<file path="src/rtl/rf_pkg.sv">
// Shared defaults and reset constants for the rename register file.
package rf_pkg;

  localparam int XLEN_DEF      = 32;
  localparam int ROB_WIDTH_DEF = 4;
  localparam int NUM_REGS_DEF  = 32;

  // Wide enough for any supported XLEN / ROB_WIDTH; sliced at the use site.
  localparam logic [63:0] RST_DATA = 64'h0;
  localparam logic [31:0] RST_TAG  = 32'h0;
  localparam logic        RST_BUSY = 1'b0;

endpackage

</file>
<file path="src/rtl/rf_read_port.sv">
// One combinational read port: entry lookup, x0 hardwiring and commit forwarding.
module rf_read_port
  import rf_pkg::*;
#(
  parameter int XLEN      = XLEN_DEF,
  parameter int ROB_WIDTH = ROB_WIDTH_DEF,
  parameter int NUM_REGS  = NUM_REGS_DEF,
  localparam int REG_WIDTH = $clog2(NUM_REGS)
) (
  input  logic [REG_WIDTH-1:0]                id,
  input  logic [NUM_REGS-1:0][XLEN-1:0]       data_arr,
  input  logic [NUM_REGS-1:0][ROB_WIDTH-1:0]  tag_arr,
  input  logic [NUM_REGS-1:0]                 busy_arr,
  input  logic                                fwd_valid,
  input  logic [REG_WIDTH-1:0]                fwd_rd,
  input  logic [XLEN-1:0]                     fwd_data,
  output logic [XLEN-1:0]                     data,
  output logic [ROB_WIDTH-1:0]                tag,
  output logic                                ready
);

  always_comb begin
    data  = data_arr[id];
    tag   = tag_arr[id];
    ready = ~busy_arr[id];
    if (id == '0) begin
      data  = '0;
      tag   = '0;
      ready = 1'b1;
    end else if (fwd_valid && (fwd_rd == id)) begin
      // Tag is left as the stored mapping; only value and readiness are forwarded.
      data  = fwd_data;
      ready = 1'b1;
    end
  end

endmodule

</file>
<file path="src/rtl/rename_reg_file.sv">
// Architectural register file with per-register ROB rename tags and busy bits.
// Optional feature: define RENAME_RF_BYPASS_EN to forward a same-cycle retiring commit to the read ports.
module rename_reg_file
  import rf_pkg::*;
#(
  parameter int XLEN      = XLEN_DEF,
  parameter int ROB_WIDTH = ROB_WIDTH_DEF,
  parameter int NUM_REGS  = NUM_REGS_DEF,
  localparam int REG_WIDTH = $clog2(NUM_REGS)
) (
  input  logic                 clk_in,
  input  logic                 rst_n_in,
  input  logic                 rdy_in,
  input  logic                 issue_valid_in,
  input  logic [REG_WIDTH-1:0] issue_rd_in,
  input  logic [ROB_WIDTH-1:0] issue_tag_in,
  input  logic [REG_WIDTH-1:0] rs1_id_in,
  input  logic [REG_WIDTH-1:0] rs2_id_in,
  output logic [XLEN-1:0]      rs1_data_out,
  output logic [XLEN-1:0]      rs2_data_out,
  output logic [ROB_WIDTH-1:0] rs1_tag_out,
  output logic [ROB_WIDTH-1:0] rs2_tag_out,
  output logic                 rs1_ready_out,
  output logic                 rs2_ready_out,
  input  logic                 commit_valid_in,
  input  logic [REG_WIDTH-1:0] commit_rd_in,
  input  logic [ROB_WIDTH-1:0] commit_tag_in,
  input  logic [XLEN-1:0]      commit_data_in,
  input  logic                 flush_in,
  output logic [REG_WIDTH:0]   busy_cnt_out
);

  logic [NUM_REGS-1:0][XLEN-1:0]      data_q;
  logic [NUM_REGS-1:0][ROB_WIDTH-1:0] tag_q;
  logic [NUM_REGS-1:0]                busy_q;
  logic [NUM_REGS-1:0]                busy_next;

  logic issue_fire;
  logic commit_fire;
  logic commit_hit;
  logic flush_fire;
  logic fwd_valid;

  function automatic logic [REG_WIDTH:0] popcount(input logic [NUM_REGS-1:0] v);
    logic [REG_WIDTH:0] n;
    n = '0;
    for (int i = 0; i < NUM_REGS; i++) n = n + {{REG_WIDTH{1'b0}}, v[i]};
    return n;
  endfunction

  assign flush_fire  = rdy_in & flush_in;
  assign issue_fire  = rdy_in & issue_valid_in & ~flush_in & (issue_rd_in != '0);
  assign commit_fire = rdy_in & commit_valid_in & (commit_rd_in != '0);
  assign commit_hit  = commit_fire & busy_q[commit_rd_in] & (tag_q[commit_rd_in] == commit_tag_in);

`ifdef RENAME_RF_BYPASS_EN
  assign fwd_valid = commit_hit;
`else
  assign fwd_valid = 1'b0;
`endif

  always_comb begin
    busy_next = busy_q;
    if (flush_fire) begin
      busy_next = '0;
    end else begin
      // A rename landing on the retiring register wins: the newer producer stays pending.
      if (commit_hit && !(issue_fire && (issue_rd_in == commit_rd_in)))
        busy_next[commit_rd_in] = 1'b0;
      if (issue_fire)
        busy_next[issue_rd_in] = 1'b1;
    end
  end

  always_ff @(posedge clk_in) begin
    if (!rst_n_in) begin
      for (int i = 0; i < NUM_REGS; i++) begin
        data_q[i] <= RST_DATA[XLEN-1:0];
        tag_q[i]  <= RST_TAG[ROB_WIDTH-1:0];
        busy_q[i] <= RST_BUSY;
      end
      busy_cnt_out <= '0;
    end else if (rdy_in) begin
      if (commit_fire) data_q[commit_rd_in] <= commit_data_in;
      if (issue_fire)  tag_q[issue_rd_in]   <= issue_tag_in;
      busy_q       <= busy_next;
      busy_cnt_out <= popcount(busy_next);
    end
  end

  rf_read_port #(
    .XLEN      (XLEN),
    .ROB_WIDTH (ROB_WIDTH),
    .NUM_REGS  (NUM_REGS)
  ) u_rs1 (
    .id        (rs1_id_in),
    .data_arr  (data_q),
    .tag_arr   (tag_q),
    .busy_arr  (busy_q),
    .fwd_valid (fwd_valid),
    .fwd_rd    (commit_rd_in),
    .fwd_data  (commit_data_in),
    .data      (rs1_data_out),
    .tag       (rs1_tag_out),
    .ready     (rs1_ready_out)
  );

  rf_read_port #(
    .XLEN      (XLEN),
    .ROB_WIDTH (ROB_WIDTH),
    .NUM_REGS  (NUM_REGS)
  ) u_rs2 (
    .id        (rs2_id_in),
    .data_arr  (data_q),
    .tag_arr   (tag_q),
    .busy_arr  (busy_q),
    .fwd_valid (fwd_valid),
    .fwd_rd    (commit_rd_in),
    .fwd_data  (commit_data_in),
    .data      (rs2_data_out),
    .tag       (rs2_tag_out),
    .ready     (rs2_ready_out)
  );

endmodule

</file>
<file path="config.mk">
export PLATFORM = sky130hd
export DESIGN_NAME = rename_reg_file
export DESIGN_NICKNAME = d
export VERILOG_FILES = /design/src/rtl/rf_pkg.sv /design/src/rtl/rf_read_port.sv /design/src/rtl/rename_reg_file.sv
export SDC_FILE = /design/constraint.sdc
export NUM_CORES = 2
export LEC_CHECK = 0
export BUFFER_PORTS_ARGS = -buffer_cell sky130_fd_sc_hd__buf_2
export CAP_MARGIN = 15
export CORE_MARGIN = 2
export CORE_UTILIZATION = 35
export DETAILED_ROUTE_END_ITERATION = 10
export SLEW_MARGIN = 20
export SYNTH_ARGS = -nofsm -noshare
export SYNTH_HDL_FRONTEND = slang
export SYNTH_SLANG_ARGS = --single-unit
</file>
<file path="constraint.sdc">
create_clock -name clk_in -period 7.75 [get_ports clk_in]
set_input_delay 0.3875 -clock clk_in [delete_from_list [all_inputs] [get_ports clk_in]]
set_output_delay 0.3875 -clock clk_in [all_outputs]
set_load 0.005 [all_outputs]
</file>
# == Yosys cells after proc, flatten, opt, wreduce, memory -nomap -nowiden ==
# Index checks and enable logic that the tools add are counted.
# classes
add_sub_neg,31
multipliers,0
n_div,0
magnitude_cmp,6
n_eq_ne,2
shifts,0
mux,36
bitwise_logic,14
n_reduce_logical,11
# op_table
operator,n
$bwmux 1024,1
$bmux 32 s5,2
$mux 32,9
$demux 32 s5,1
$add 6x1->6,26
$bwmux 128,1
$bmux 4 s5,3
$and 32x32->32,1
$not 32->32,1
$or 32x32->32,1
$lt 5x6->1 const B,4
$mux 4,6
$demux 4 s5,1
$bmux 1 s5,3
$demux 1 s5,2
$ge 5x1->1 const B,2
$logic_not 5->1,2
$reduce_bool 5->1,2
$and 1x1->1,8
$mux 1,7
$add 5x1->6,1
$add 4x1->5,1
$eq 5x5->1,1
$add 3x1->4,1
other kinds (7),13
# totals
reg_bits,1190
latch_bits,0
mem_bits_rw,0
mem_bits_ro,0
input_bits,66
out_inout_bits,80
n_memories,0

# == Longest topological paths before layout ==
# logic_depth
word_depth,42
depth_mapped,29
ltp_nobuf,25

# == Hierarchy ==
# A second synthesis with hierarchy kept.
# unflattened
hier_cells,7238
hier_area_um2,67232.0
# by_module_without_submodules
module,n_inst,cells_each,area_per_inst_um2
rename_reg_file,1,5540,47227.8
rf_read_port,2,849,10002.1

# == Worst setup path after synthesis ==
# OpenSTA, ideal clock, no wires.
# synth_path
kind,input -> register
from,input port commit_rd_in[4]
to,register busy_cnt_out[4]
setup_ps,65
arrival_time_ps,6915
required_ps,7685
setup_slack_ps,770
path_stages,26
path_buffers,2
path_cell_list,buf_2 -> or3_1 -> buf_2 -> o22ai_1 -> nor2_1 -> o2111ai_1 -> xor2_1 -> nor4_4 -> nand3_2 -> o31ai_1 -> fa_1 -> fa_1 -> inv_1 -> fa_1 -> inv_1 -> fa_1 -> fa_1 -> inv_1 -> fa_1 -> ha_1 -> fa_1 -> a21o_1 -> a21oi_1 -> xnor2_1 -> mux2i_1 -> nor2b_1
# synth_via
elab_chain_cells,42
elab_cells_between_ends,56
# synth_rtl
item,line_no,text
from (decl),rename_reg_file.sv:26,"input logic [REG_WIDTH-1:0] commit_rd_in,"
$lt 5x6->1 (not written as such) / $ge 5x1->1 (equally long branches),rename_reg_file.sv:69,busy_next[commit_rd_in] = 1'b0;
$logic_and 1x1->1 (not written as such),rename_reg_file.sv:69,
$mux 1 (not written as such),rename_reg_file.sv:69,
$demux 1 s5,rename_reg_file.sv:69,
$not 32->32 (no line),-,
$and 32x32->32 (no line),-,
$mux 32 (*),rename_reg_file.sv:68,if (commit_hit && !(issue_fire && (issue_rd_in == commit_rd_in)))
$mux 32 (*),rename_reg_file.sv:64,if (flush_fire) begin
(+2 left out),-,
$mux 32 (*),rename_reg_file.sv:64,
$add 1x1->2,rename_reg_file.sv:47,"for (int i = 0; i < NUM_REGS; i++) n = n + {{REG_WIDTH{1'b0}}, v[i]};"
$add 2x1->3,rename_reg_file.sv:47,
$add 3x1->4,rename_reg_file.sv:47,
$add 4x1->5,rename_reg_file.sv:47,
$add 5x1->6,rename_reg_file.sv:47,
$add 6x1->6 (25 in series),rename_reg_file.sv:47,
$add 6x1->6 (*),rename_reg_file.sv:47,
to (signal assigned),rename_reg_file.sv:87,busy_cnt_out <= popcount(busy_next);
to (decl),rename_reg_file.sv:30,output logic [REG_WIDTH:0] busy_cnt_out
# Every way passes the cells marked *; elsewhere a longest branch is shown, timed or not. The select of a mux whose other input is x is not followed.
# A chain may end at the register's enable or synchronous reset.

# == Final worst setup path ==
# layout_path
from,register tag_q[90] (netlist bit)
to,register busy_cnt_out[4]
# layout_via
elab_chain_cells,41
# layout_rtl
item,line_no,text
from (decl),rename_reg_file.sv:34,logic [NUM_REGS-1:0][ROB_WIDTH-1:0] tag_q;
"from (signal, indexed assignment)",rename_reg_file.sv:79,tag_q[i] <= RST_TAG[ROB_WIDTH-1:0];
"from (signal, indexed assignment)",rename_reg_file.sv:85,if (issue_fire) tag_q[issue_rd_in] <= issue_tag_in;
$bmux 4 s5 (*),rename_reg_file.sv:54,assign commit_hit = commit_fire & busy_q[commit_rd_in] & (tag_q[commit_rd_in] == commit_tag_in);
$mux 4 (not written as such) (*),rename_reg_file.sv:54,
$eq 4x4->1 (*),rename_reg_file.sv:54,
$and 1x1->1 (*),rename_reg_file.sv:54,
$logic_and 1x1->1 (*),rename_reg_file.sv:68,
$mux 32 (*),rename_reg_file.sv:68,
$mux 32 (*),rename_reg_file.sv:64,
$or 32x32->32 (no line),-,
$mux 32 (*),rename_reg_file.sv:70,if (issue_fire)
$mux 32 (*),rename_reg_file.sv:64,
$add 1x1->2,rename_reg_file.sv:47,
$add 2x1->3,rename_reg_file.sv:47,
$add 3x1->4,rename_reg_file.sv:47,
$add 4x1->5,rename_reg_file.sv:47,
$add 5x1->6,rename_reg_file.sv:47,
$add 6x1->6 (25 in series),rename_reg_file.sv:47,
$add 6x1->6 (*),rename_reg_file.sv:47,
# Marked as above.

==> impl_metrics.env <==
export IMPL_clk_insertion_delay_late_ns=0.79
export IMPL_avgSynthCellArea_um2=9.84
export IMPL_cts_resized=0
export IMPL_synth_area_top_cells="dfxtp_1, mux4_2, nand2_1, a21boi_0, mux2i_1"
export IMPL_rows=158
export IMPL_synthCells=6619
export IMPL_cpMaxStageDelayCell="fa_1"
export IMPL_worst_slack_ns=0.571
export IMPL_drive_gt1_share_pct=20.5
export IMPL_synthesis_nets=6716
export IMPL_hold_path_class="input port to register"
export IMPL_gp_congestion=0.911
export IMPL_num_io_pins=146
export IMPL_final_nets=6492
export IMPL_synthFlopType="dfxtp_1"
export IMPL_postRouteWirelength_um=250000
export IMPL_fp_dieH_um=435
export IMPL_vias=53600
export IMPL_synth_top_area_share_pct=36.6
export IMPL_grt_ovfl_total=0
export IMPL_worstSetupPathType="register to register"
export IMPL_grt_max_degree=241
export IMPL_max_freq_mhz=139
export IMPL_dieArea_um2=190000
export IMPL_area_growth_pct=11.4
export IMPL_yosys_top_cells_count="nand2_1, dfxtp_1, a21boi_0"
export IMPL_dr_pass1_iters=7
export IMPL_cts_sinks=1190
export IMPL_root_buffer="clkbuf_16"
export IMPL_grt_pass1_wl_um=361000
export IMPL_synth_seq_cells=1190
export IMPL_grtUsageTotal_pct=25.7
export IMPL_final_fill_count=17900
export IMPL_cp_required_ns=8.45
export IMPL_grt_setup_unrepaired="false"
export IMPL_postCtsSetupBuffers=0
export IMPL_clkTransAtPathRegs_ns=0.06
export IMPL_critPathMaxFanout=7
export IMPL_start_kind="register"
export IMPL_antenna_found_initial=20
export IMPL_cp_common_cell="fa_1"
export IMPL_p_leak_nw=23.4
export IMPL_ys_types=62
export IMPL_pre_cts_ws_ns=0.0515
export IMPL_skew_ns=0.0282
export IMPL_vias_per_cell=5.96
export IMPL_die_w_um=435
export IMPL_synth_edf_count=0
export IMPL_grt_pass1_vias=51900
export IMPL_yosysMostFrequentCell="nand2_1"
export IMPL_dp_hpwl_um=138000
export IMPL_clk_path_buf_depth=3
export IMPL_drcViolationCount=0
export IMPL_drtAntennaViolNets=0
export IMPL_cts_buffers=132
export IMPL_fin_tns_setup_ns=0
export IMPL_total_power_mw=13.7
export IMPL_cp_arrival_ns=7.88
export IMPL_cts_tree="built"
export IMPL_portBuffers=145
export IMPL_maxCapViolations=0
export IMPL_core_um2=185000
export IMPL_initial_core_util_pct=35.2
export IMPL_end_kind="register"
export IMPL_worstMarginPinSlew_ns=1.16
export IMPL_vdd_ir_drop_max_v=0.000169
export IMPL_status="completed"
export IMPL_setup_viol=0
export IMPL_postSynth_asyncResetShare_pct=0
export IMPL_crit_chain="mux2i_1 > nor3_1 > nor4_1 > o221ai_1 > xor2_1 > nor4_4 > nand3_2 > o31ai_1 > fa_1 > fa_1 > inv_1 > fa_1 > inv_1 > fa_1 > fa_1 > inv_1 > fa_1 > ha_1 > fa_1 > a21o_1 > a21oi_1 > xnor2_1 > mux2i_1 > nor2b_1"
export IMPL_drv_slew=0
export IMPL_relSlewSlack_pct=22.7
export IMPL_ys_seq_area_share_pct=36.6
export IMPL_synthesis_area_um2=65100
export IMPL_period_needed_ns=7.18
export IMPL_hold_viol=0
export IMPL_postCtsHoldBufs=0
export IMPL_drt_iter0_drc=6692
export IMPL_synth_top_area_cell="dfxtp_1"
export IMPL_max_stage_delay_ns=0.49
export IMPL_power_density_nw_per_um2=188
export IMPL_synth_warnings=0
export IMPL_fin_crit_sh_pct=92.6
export IMPL_wire_per_inst_um=27.8
export IMPL_htreeDepth=4
==> power by group <==
| group | switching (mW) | internal, mW | leakage, nW |
|---|---|---|---|
| Clock | 2.76 | 3.77 | 2.19 |
| Combinational | 0.648 | 0.343 | 11.7 |
| Sequential | 0.0163 | 6.14 | 9.58 |
| Total | 3.42 | 10.2 | 23.4 |
==> cells in the final DEF, fill, tap and decap left out, types with 31 or more instances in the layout <==
cell / count
nor2b_1: 75
clkbuf_16: 139
a21boi_0: 991
buf_2: 133
buf_4: 151
inv_1: 55
a21boi_1: 62
nor2_1: 116
mux4_2: 744
and2_1: 44
dfxtp_1: 1190
nor2_4: 31
nand2_1: 2133
mux2i_1: 211
==> path summary, 6_finish.rpt <==
path | from | end | slack [ns] | depth (start not counted)
worst max register to register | tag_q[90] | busy_cnt_out[4] | 0.57 | 24
worst min register to register | data_q[752] | data_q[752] | 0.46 | 2
worst max-delay path | tag_q[90] | busy_cnt_out[4] | 0.57 | 24
worst min-delay path | rdy_in | busy_cnt_out[2] | 0.05 | 3
==> layer usage <==
layer | part of all wire [%] | wire [µm] | track usage [%]
met1 | 39 | 96400 | 33.6
met2 | 45 | 113000 | 39.7
met3 | 11 | 28600 | 6.33
met4 | 4.9 | 12200 | 12.4
met5 | 0.010 | 25 | 0
==> kinds of logic after synthesis <==
group,synth area share [%]
compound gates,13.8
flops,36.6
simple gates,15.3
xor+xnor,0.148
mux,29.0
buf+inv,4.29
fa+ha+maj,0.872
==> stage by stage <==
stage / std cells / utilization, % / area (µm²) / hold slack [ns]
after floorplan: 6619 / - / 65100 / 0.442
after global placement: 8741 / 36.8 / 68100 / 0.447
after detailed placement: 8741 / 36.8 / 68100 / 0.455
after CTS: 8979 / 39.2 / 72500 / 0.00920
after global routing: 8987 / 39.2 / 72600 / 0.0624
final: 8989 / 39.2 / 72600 / 0.0463
==> area by class of cell <==
cell class / instances / area [µm²] / share of cell area (%)
antenna: 10 / 25.0 / 0.0345
timing repair buffer: 303 / 2140 / 2.95
clock buffer: 197 / 3980 / 5.48
inverter: 56 / 210 / 0.290
tap: 2480 / 3100 / 4.28
sequential: 1190 / 23800 / 32.8
clock inverter: 41 / 453 / 0.624
multi-input combinational: 4712 / 38800 / 53.5
==> critical path, delay by kind of cell, from the launching register on <==
kind                     cells  cell delay (ns)
buffers and inverters        3             0.17
AND/OR/NAND/NOR              5             1.21
flip-flops                   1             0.33
adder cells (fa/ha/maj)      8             3.54
multiplexers                 2             0.38
XOR/XNOR                     2             0.38
AO/OA/AOI/OAI                4             1.07
==> registers in the layout (all words and copies together) (netlist names) <==
signal / cells
busy_q: 32
busy_cnt_out: 6
tag_q: 128
data_q: 1024
No activity file was read; power rests on OpenSTA's default activity.
